### config.mk
export PLATFORM = sky130hd
export DESIGN_NAME = ipml_push_packer_flat
export DESIGN_NICKNAME = d
export VERILOG_FILES = /design/src/rtl/ipml_push_packer_if.sv /design/src/rtl/ipml_push_packer.sv /design/src/flat_wrapper.sv
export SDC_FILE = /design/constraint.sdc
export NUM_CORES = 1
export LEC_CHECK = 0
export ABC_AREA = 1
export BUFFER_PORTS_ARGS = -buffer_cell sky130_fd_sc_hd__buf_2
export CAP_MARGIN = 20
export CORE_MARGIN = 1.5
export CORE_UTILIZATION = 40
export DETAILED_ROUTE_END_ITERATION = 12
export HOLD_SLACK_MARGIN = 0.02
export PLACE_DENSITY = 0.68
export SYNTH_ARGS = -nofsm -noshare
export SYNTH_HDL_FRONTEND = slang
export SYNTH_SLANG_ARGS = --single-unit
### constraint.sdc
create_clock -name clk -period 1.5 [get_ports clk]
set_input_delay 0.225 -clock clk [delete_from_list [all_inputs] [get_ports clk]]
set_output_delay 0.225 -clock clk [all_outputs]
set_load 0.005 [all_outputs]
### src/rtl/ipml_push_packer_if.sv
// ============================================================================
// ipml_push_packer_if : narrow upstream stream plus wide FIFO write port
// Revision: 1.0
// ============================================================================
`default_nettype none

interface ipml_push_packer_if #(
  parameter int IN_W  = 16,
  parameter int RATIO = 2
);
  localparam int OUT_W = IN_W * RATIO;

  logic             s_valid;
  logic [IN_W-1:0]  s_data;
  logic             s_last;
  logic             s_ready;
  logic [OUT_W-1:0] fifo_wr_data;
  logic             fifo_wr_en;
  logic             fifo_wr_vld;

  // Environment side: sources beats, models the FIFO.
  modport master (
    output s_valid, s_data, s_last, fifo_wr_vld,
    input  s_ready, fifo_wr_data, fifo_wr_en
  );

  // Packer side.
  modport slave (
    input  s_valid, s_data, s_last, fifo_wr_vld,
    output s_ready, fifo_wr_data, fifo_wr_en
  );
endinterface

`default_nettype wire

### src/rtl/ipml_push_packer.sv
// ============================================================================
// ipml_push_packer : packs RATIO narrow beats into one word and pushes it into
// a prefetch FIFO while it has room. Optional macro IPML_PUSH_PACKER_STALL_CNT_EN
// adds a saturating stall counter output. Revision: 1.0
// ============================================================================
`default_nettype none

module ipml_push_packer #(
  parameter int              IN_W      = 16,
  parameter int              RATIO     = 2,
  parameter bit              LSB_FIRST = 1'b1,
  parameter logic [IN_W-1:0] PAD_VAL   = '0
) (
  input  wire logic                     clk,
  input  wire logic                     rst_n,
  ipml_push_packer_if.slave             bus,
  output logic [$clog2(RATIO)-1:0]      lane_cnt,
  output logic                          word_pend
`ifdef IPML_PUSH_PACKER_STALL_CNT_EN
  ,
  output logic [15:0]                   stall_cnt
`endif
);

  localparam int OUT_W = IN_W * RATIO;
  localparam int CNT_W = $clog2(RATIO);
  localparam logic [CNT_W-1:0] c_last_lane = CNT_W'(RATIO - 1);

  logic [OUT_W-1:0] r_acc;
  logic [OUT_W-1:0] r_out_reg;
  logic [CNT_W-1:0] r_lane_cnt;
  logic             r_out_valid;

  logic             w_s_ready;
  logic             w_wr_en;
  logic             w_accept;
  logic             w_complete;
  logic [OUT_W-1:0] w_acc_next;
  logic [OUT_W-1:0] w_word;

  assign w_s_ready  = ~r_out_valid | bus.fifo_wr_vld;
  assign w_wr_en    = r_out_valid & bus.fifo_wr_vld;
  assign w_accept   = bus.s_valid & w_s_ready;
  assign w_complete = w_accept & (bus.s_last | (r_lane_cnt == c_last_lane));

  // Both views are kept in physical bit order, so the lane mirror is applied
  // once here and the accumulator/output register never need reordering.
  for (genvar g = 0; g < RATIO; g++) begin : g_lane
    localparam int               POS  = LSB_FIRST ? g : (RATIO - 1 - g);
    localparam logic [CNT_W-1:0] LANE = CNT_W'(g);

    logic [IN_W-1:0] w_held;
    logic            w_is_cur;
    logic            w_is_filled;

    assign w_held      = r_acc[POS*IN_W +: IN_W];
    assign w_is_cur    = (r_lane_cnt == LANE);
    assign w_is_filled = (LANE < r_lane_cnt);

    assign w_acc_next[POS*IN_W +: IN_W] = w_is_cur ? bus.s_data : w_held;
    assign w_word[POS*IN_W +: IN_W]     = w_is_cur    ? bus.s_data :
                                          w_is_filled ? w_held     : PAD_VAL;
  end

  always_ff @(posedge clk or negedge rst_n) begin
    if (!rst_n) begin
      r_acc       <= '0;
      r_out_reg   <= '0;
      r_lane_cnt  <= '0;
      r_out_valid <= 1'b0;
    end else begin
      if (w_complete) begin
        r_out_reg  <= w_word;
        r_acc      <= '0;
        r_lane_cnt <= '0;
      end else if (w_accept) begin
        r_acc      <= w_acc_next;
        r_lane_cnt <= r_lane_cnt + CNT_W'(1);
      end

      // A completing word wins over a drain: it replaces the word just pushed.
      if (w_complete) begin
        r_out_valid <= 1'b1;
      end else if (w_wr_en) begin
        r_out_valid <= 1'b0;
      end
    end
  end

`ifdef IPML_PUSH_PACKER_STALL_CNT_EN
  logic [15:0] r_stall_cnt;

  always_ff @(posedge clk or negedge rst_n) begin
    if (!rst_n) begin
      r_stall_cnt <= '0;
    end else if (r_out_valid && !bus.fifo_wr_vld && (r_stall_cnt != 16'hFFFF)) begin
      r_stall_cnt <= r_stall_cnt + 16'd1;
    end
  end

  assign stall_cnt = r_stall_cnt;
`endif

  assign bus.s_ready      = w_s_ready;
  assign bus.fifo_wr_en   = w_wr_en;
  assign bus.fifo_wr_data = r_out_reg;
  assign lane_cnt         = r_lane_cnt;
  assign word_pend        = r_out_valid;

endmodule

`default_nettype wire

### src/flat_wrapper.sv
// flat-port wrapper written by rule: the top's interface ports become plain ports
module ipml_push_packer_flat 
#(
  parameter int              IN_W      = 16,
  parameter int              RATIO     = 2,
  parameter bit              LSB_FIRST = 1'b1,
  parameter logic [IN_W-1:0] PAD_VAL   = '0
)
  (clk, rst_n, lane_cnt, word_pend, bus_s_valid, bus_s_data, bus_s_last, bus_fifo_wr_vld, bus_s_ready, bus_fifo_wr_data, bus_fifo_wr_en);
  ipml_push_packer_if #(.IN_W(IN_W), .RATIO(RATIO)) bus_i ();
  input  wire logic clk;
  input  wire logic rst_n;
  output logic [$clog2(RATIO)-1:0] lane_cnt;
  output logic word_pend;
  input wire logic [$bits(bus_i.s_valid)-1:0] bus_s_valid;
  input wire logic [$bits(bus_i.s_data)-1:0] bus_s_data;
  input wire logic [$bits(bus_i.s_last)-1:0] bus_s_last;
  input wire logic [$bits(bus_i.fifo_wr_vld)-1:0] bus_fifo_wr_vld;
  output wire logic [$bits(bus_i.s_ready)-1:0] bus_s_ready;
  output wire logic [$bits(bus_i.fifo_wr_data)-1:0] bus_fifo_wr_data;
  output wire logic [$bits(bus_i.fifo_wr_en)-1:0] bus_fifo_wr_en;
  assign bus_i.s_valid = bus_s_valid;
  assign bus_i.s_data = bus_s_data;
  assign bus_i.s_last = bus_s_last;
  assign bus_i.fifo_wr_vld = bus_fifo_wr_vld;
  assign bus_s_ready = bus_i.s_ready;
  assign bus_fifo_wr_data = bus_i.fifo_wr_data;
  assign bus_fifo_wr_en = bus_i.fifo_wr_en;
  ipml_push_packer #(.IN_W(IN_W), .RATIO(RATIO), .LSB_FIRST(LSB_FIRST), .PAD_VAL(PAD_VAL)) u_core (.clk(clk), .rst_n(rst_n), .bus(bus_i), .lane_cnt(lane_cnt), .word_pend(word_pend));
endmodule
Yosys cells after proc, flatten, opt, wreduce, memory -nomap -nowiden
Cells that the tools add are included.

word-level totals
  input bits = 21
  word-level logic and storage cells = 32
  register bits after elaboration = 66
  output and inout bits = 36

operators by class
  reductions and logical operators = 5
  muxes and demuxes = 12
  $lt $le $gt $ge = 2
  $add $sub $neg = 1
  bitwise gates (word level) = 6
  equality and inequality tests = 1

operators with widths
  kind                 number
  $mux 16              6
  $mux 32              2
  $reduce_bool 2->1    3
  $mux 1               4
  $reduce_and 2->1     2
  $and 1x1->1          3
  $lt 1x1->1 const A   2
  $ne 2x2->1 const B   1
  $or 1x1->1           2
  $add 1x1->1 const B  1
  $not 1->1            1

Logic depth before layout (Yosys ltp)
  word-level depth = 6
  mapped depth = 7
  gate-level depth less buffers = 5

Worst setup path after synthesis
Ideal clock, no wire load.

  path type = reg2reg
  start point = register u_core.r_lane_cnt, in the netlist u_core.lane_cnt
  end point = register u_core.r_acc[10]
  data arrival time = 1063 ps
  stages on the path, launching flop included = 8
  clock period less this slack = 1128 ps
  slack = 372 ps
  data required time = 1435 ps
  library setup time = 65 ps
  buffers on the path = 2
  cells stage by stage = dfrtp_1 buf_4 inv_4 nand2_4 inv_2 buf_4 nand3_1 nand2_1

on the way
  cells in the longest elaborated chain, start to end = 4
  elaborated cells on any way between the ends = 6
  those cells by class = 1 x eq/ne; 1 x mux; 2 x bitwise; 2 x reduce/logical

RTL lines
  what                                                              RTL line                RTL
  start, declared                                                   ipml_push_packer.sv:31  logic [CNT_W-1:0] r_lane_cnt;
  start signal, assigned                                            ipml_push_packer.sv:78  r_lane_cnt <= r_lane_cnt + CNT_W'(1);
  $or 1x1->1                                                        ipml_push_packer.sv:44  assign w_complete = w_accept & (bus.s_last | (r_lane_cnt == c_last_lane));
  $and 1x1->1                                                       ipml_push_packer.sv:44
  $ne 2x2->1 (no source line) or $reduce_bool 2->1 (tied branches)  -
  $reduce_and 2->1 (no source line)                                 -
  end signal, assigned                                              ipml_push_packer.sv:77  r_acc <= w_acc_next;
  end, declared                                                     ipml_push_packer.sv:29  logic [OUT_W-1:0] r_acc;

Parallel ways exist; a longest one is shown, timed or not.
A chain may end at the register's enable or synchronous reset.

Final worst setup path
  start point = register u_core.r_lane_cnt, in the netlist u_core.lane_cnt
  end point = output lane_cnt

RTL lines
  what           RTL line            RTL
  end, declared  flat_wrapper.sv:13  output logic [$clog2(RATIO)-1:0] lane_cnt;

No word-level cell between the ends.

==> metrics.yaml <==
period_minus_slack_ns: 1.46
postSynthRegisterBits: 50
grt_start_max_net_pins: 51
worst_setup_sp: "u_core.lane_cnt"
path_clk_slew_ns: 0.09
finalHoldViolCount: 0
drt-initial-drc-count: 127
power.ir.vdd_worst_mv: 0.663
layout.core_utilization_pct: 49.4
route.detailed.vias_per_inst: 4.87
final_cells: 403
power_density_mw_per_mm2: 1300
setup.worst_path.class: "flip-flop to primary output"
nNetsFinal: 351
synth-async-reset-ratio_pct: 100
die-width_um: 78.4
clockBufferDepth: 2
setup.reg_to_reg.worst_slack_ns: 0.20
crit_end_category: "primary output"
io_pins: 57
grt_use_total_pct: 18.8
groute.layer.met1.usage_pct: 25.2
status: "complete, no violations"
clock_tree_from_tritoncts: "done"
first_global_vias: 1832
hold_path.class: "input port to flip-flop"
initial_utilization_pct: 41.3
timing.slew.headroom_pct: 62.7
first_pass_iters: 4
synth.yosys.warnings: 0
share_of_final_layout_standard_cells_stronger_than_drive_strength_1_pct: 23.9
dpl.cell_count: 394
worstRegToRegCells: 4
most_used_flip_flop_cell_after_synthesis: "sky130_fd_sc_hd__dfrtp_1"
pre_cts_slack_ns: 0.143
synth_enable_flop_cells: 0
layout_setup_ws_ns: 0.0356
port_buffers: 56
wire_length_of_the_first_global_routing_pass_um: 9090
postRouteWirelength_um: 5400
synthToLayoutAreaGrowth_pct: 19.4
post_route_skew_ns: 0.00401
remaining_drc_errors: 0
cp_max_fanout: 34
core-area_mm2: 0.00551
globalRoute.totalOverflow: 0
h_tree_levels: 2
busiest_layer: "met2"
numCtsBuffers: 5
place.detailed.hpwl_um: 3570
rr_endpoint: "u_core.r_acc[6]"
route.detailed.wl_per_inst_um: 13.4
cts-root-buf: "sky130_fd_sc_hd__clkbuf_8"
syn-mean-instance-area_um2: 8.25
unique_masters_post_synth: 15
crit_path_start_kind: "flip-flop"
finalWeightedCongestion: 0.782
fp-row-count: 27
clock_insertion_delay_worst_skew_ns: 0.30
grt_setup_unrepaired: "true"
setup.worst_path.end: "lane_cnt"
finalSetupViolCount: 0
max_cap_violations: 0
static-leakage-power_nw: 1.60
max_slew.worst_pin.slew_ns: 0.558
clock_sink_count: 50
syn-instance-count: 276
syn-num-nets: 297
mappedNetlistArea_mm2: 0.00228
worstPathRequired_ns: 1.27
globalRouteMet2Util_pct: 30.7
dr_total_vias: 1961
timing.setup.tns_ns: 0
global_route.usage.met3_pct: 4.30
cp_data_arrival_time_ns: 1.24
cts.repair_timing.setup_buffer_count: 0
synth.yosys.seq_area_share_pct: 55.0
finalCritPeriodShare_pct: 97.6
ant_nets: 0
fmax_mhz: 683
design.die.area_mm2: 0.00615
antenna_violations_before_repair: 0
r2r-start: "u_core.word_pend"
die_h_um: 78.4
antenna_diode_count: 0
timing.final.max_slew_violations: 0
[registers in the layout, summed over array words and instances, names as in the netlist]
signal and flops:
u_core.bus.fifo_wr_data 32, u_core.lane_cnt 1, u_core.r_acc 16, u_core.word_pend 1
[power by group]
| part | switching, mW | internal [mW] |
|---|---|---|
| registers | 0.150 | 1.62 |
| clock network | 0.432 | 0.373 |
| logic | 0.568 | 0.387 |
[metal layers]
metal  wire length, um  vias to the layer above
met5                 0                        -
met4                57                        0
met3               227                        5
met2              2560                       48
met1              2560                      924
li1                  -                      984
[placed cells by master, fill, tap and decap left out]
cell / netlist / final
sky130_fd_sc_hd__nor2_1: 2 / 2
sky130_fd_sc_hd__buf_4: 6 / 6
sky130_fd_sc_hd__nand2_2: 0 / 1
sky130_fd_sc_hd__clkbuf_8: 0 / 6
sky130_fd_sc_hd__dlygate4sd3_1: 0 / 1
sky130_fd_sc_hd__clkbuf_1: 2 / 1
sky130_fd_sc_hd__dfrtp_2: 0 / 1
sky130_fd_sc_hd__nand3_1: 32 / 32
sky130_fd_sc_hd__nand2_8: 0 / 1
sky130_fd_sc_hd__dfrtp_1: 50 / 49
sky130_fd_sc_hd__nand3_4: 1 / 1
sky130_fd_sc_hd__clkinv_2: 0 / 1
sky130_fd_sc_hd__inv_1: 4 / 4
sky130_fd_sc_hd__inv_4: 1 / 1
sky130_fd_sc_hd__inv_2: 2 / 2
sky130_fd_sc_hd__buf_12: 0 / 2
sky130_fd_sc_hd__nand4_1: 16 / 16
sky130_fd_sc_hd__nand2_1: 148 / 147
sky130_fd_sc_hd__a21oi_4: 1 / 1
sky130_fd_sc_hd__buf_2: 6 / 56
[cell type report]
type | count | area (um^2)
Inverter | 7 | 28.8
Fill cell | 566 | 2790
Tap cell | 72 | 90.1
Timing Repair Buffer | 65 | 375
Clock buffer | 7 | 86.3
Sequential cell | 50 | 1250
Multi-Input combinational cell | 201 | 880
Clock inverter | 1 | 5.00
[Yosys cell counts, types with 2 or more instances]
library cell               number  area, um^2
sky130_fd_sc_hd__buf_6          4        45.0
sky130_fd_sc_hd__nand4_1       16         100
sky130_fd_sc_hd__nand3_1       32         160
sky130_fd_sc_hd__buf_2          6        30.0
sky130_fd_sc_hd__nor2_1         2        7.51
sky130_fd_sc_hd__inv_2          2        7.51
sky130_fd_sc_hd__inv_1          4        15.0
sky130_fd_sc_hd__dfrtp_1       50        1250
sky130_fd_sc_hd__buf_4          6        45.0
sky130_fd_sc_hd__nand2_1      148         556
sky130_fd_sc_hd__clkbuf_1       2        7.51
[logic make-up after synthesis]
family,synth area share [%]
compound gates,0.715
buf+inv,6.87
flops,55.0
simple gates,37.4
[how the worst min path moves through the flow]
stage                         startpoint  slack [ns]                     endpoint  depth (start not counted)
final                     bus_s_data[10]        0.18             u_core.r_acc[10]                          3
after global routing      bus_s_data[10]        0.18             u_core.r_acc[10]                          3
after CTS                  bus_s_data[9]        0.16              u_core.r_acc[9]                          3
after detailed placement           rst_n        0.24  u_core.bus.fifo_wr_data[16]                          2
after global placement             rst_n        0.24  u_core.bus.fifo_wr_data[17]                          2
after floorplan                    rst_n       -0.07   u_core.bus.fifo_wr_data[0]                          0
[timing repair]
item | CTS | global route
gates resized for setup | 1 | 2
pin swaps | 0 | 1
hold buffers | 1 | 0
endpoints found under the setup margin | 1 | 9
endpoints found under the hold margin | 50 | 0
[per-stage QoR]
step                area, um^2  hold slack [ns]  power, mW
floorplan                 2280          -0.0706       2.33
global placement          2600            0.237       2.73
detailed placement        2600            0.235       2.75
CTS                       2710            0.164       3.58
global route              2720            0.180       3.79
finish                    2720            0.176       3.53
[critical path, stage by stage (launching register included)]
cell	delay (ns)
sky130_fd_sc_hd__dfrtp_1	0.39
sky130_fd_sc_hd__buf_4	0.36
sky130_fd_sc_hd__buf_2	0.19
Note: power is estimated with default switching activity, not from simulation.
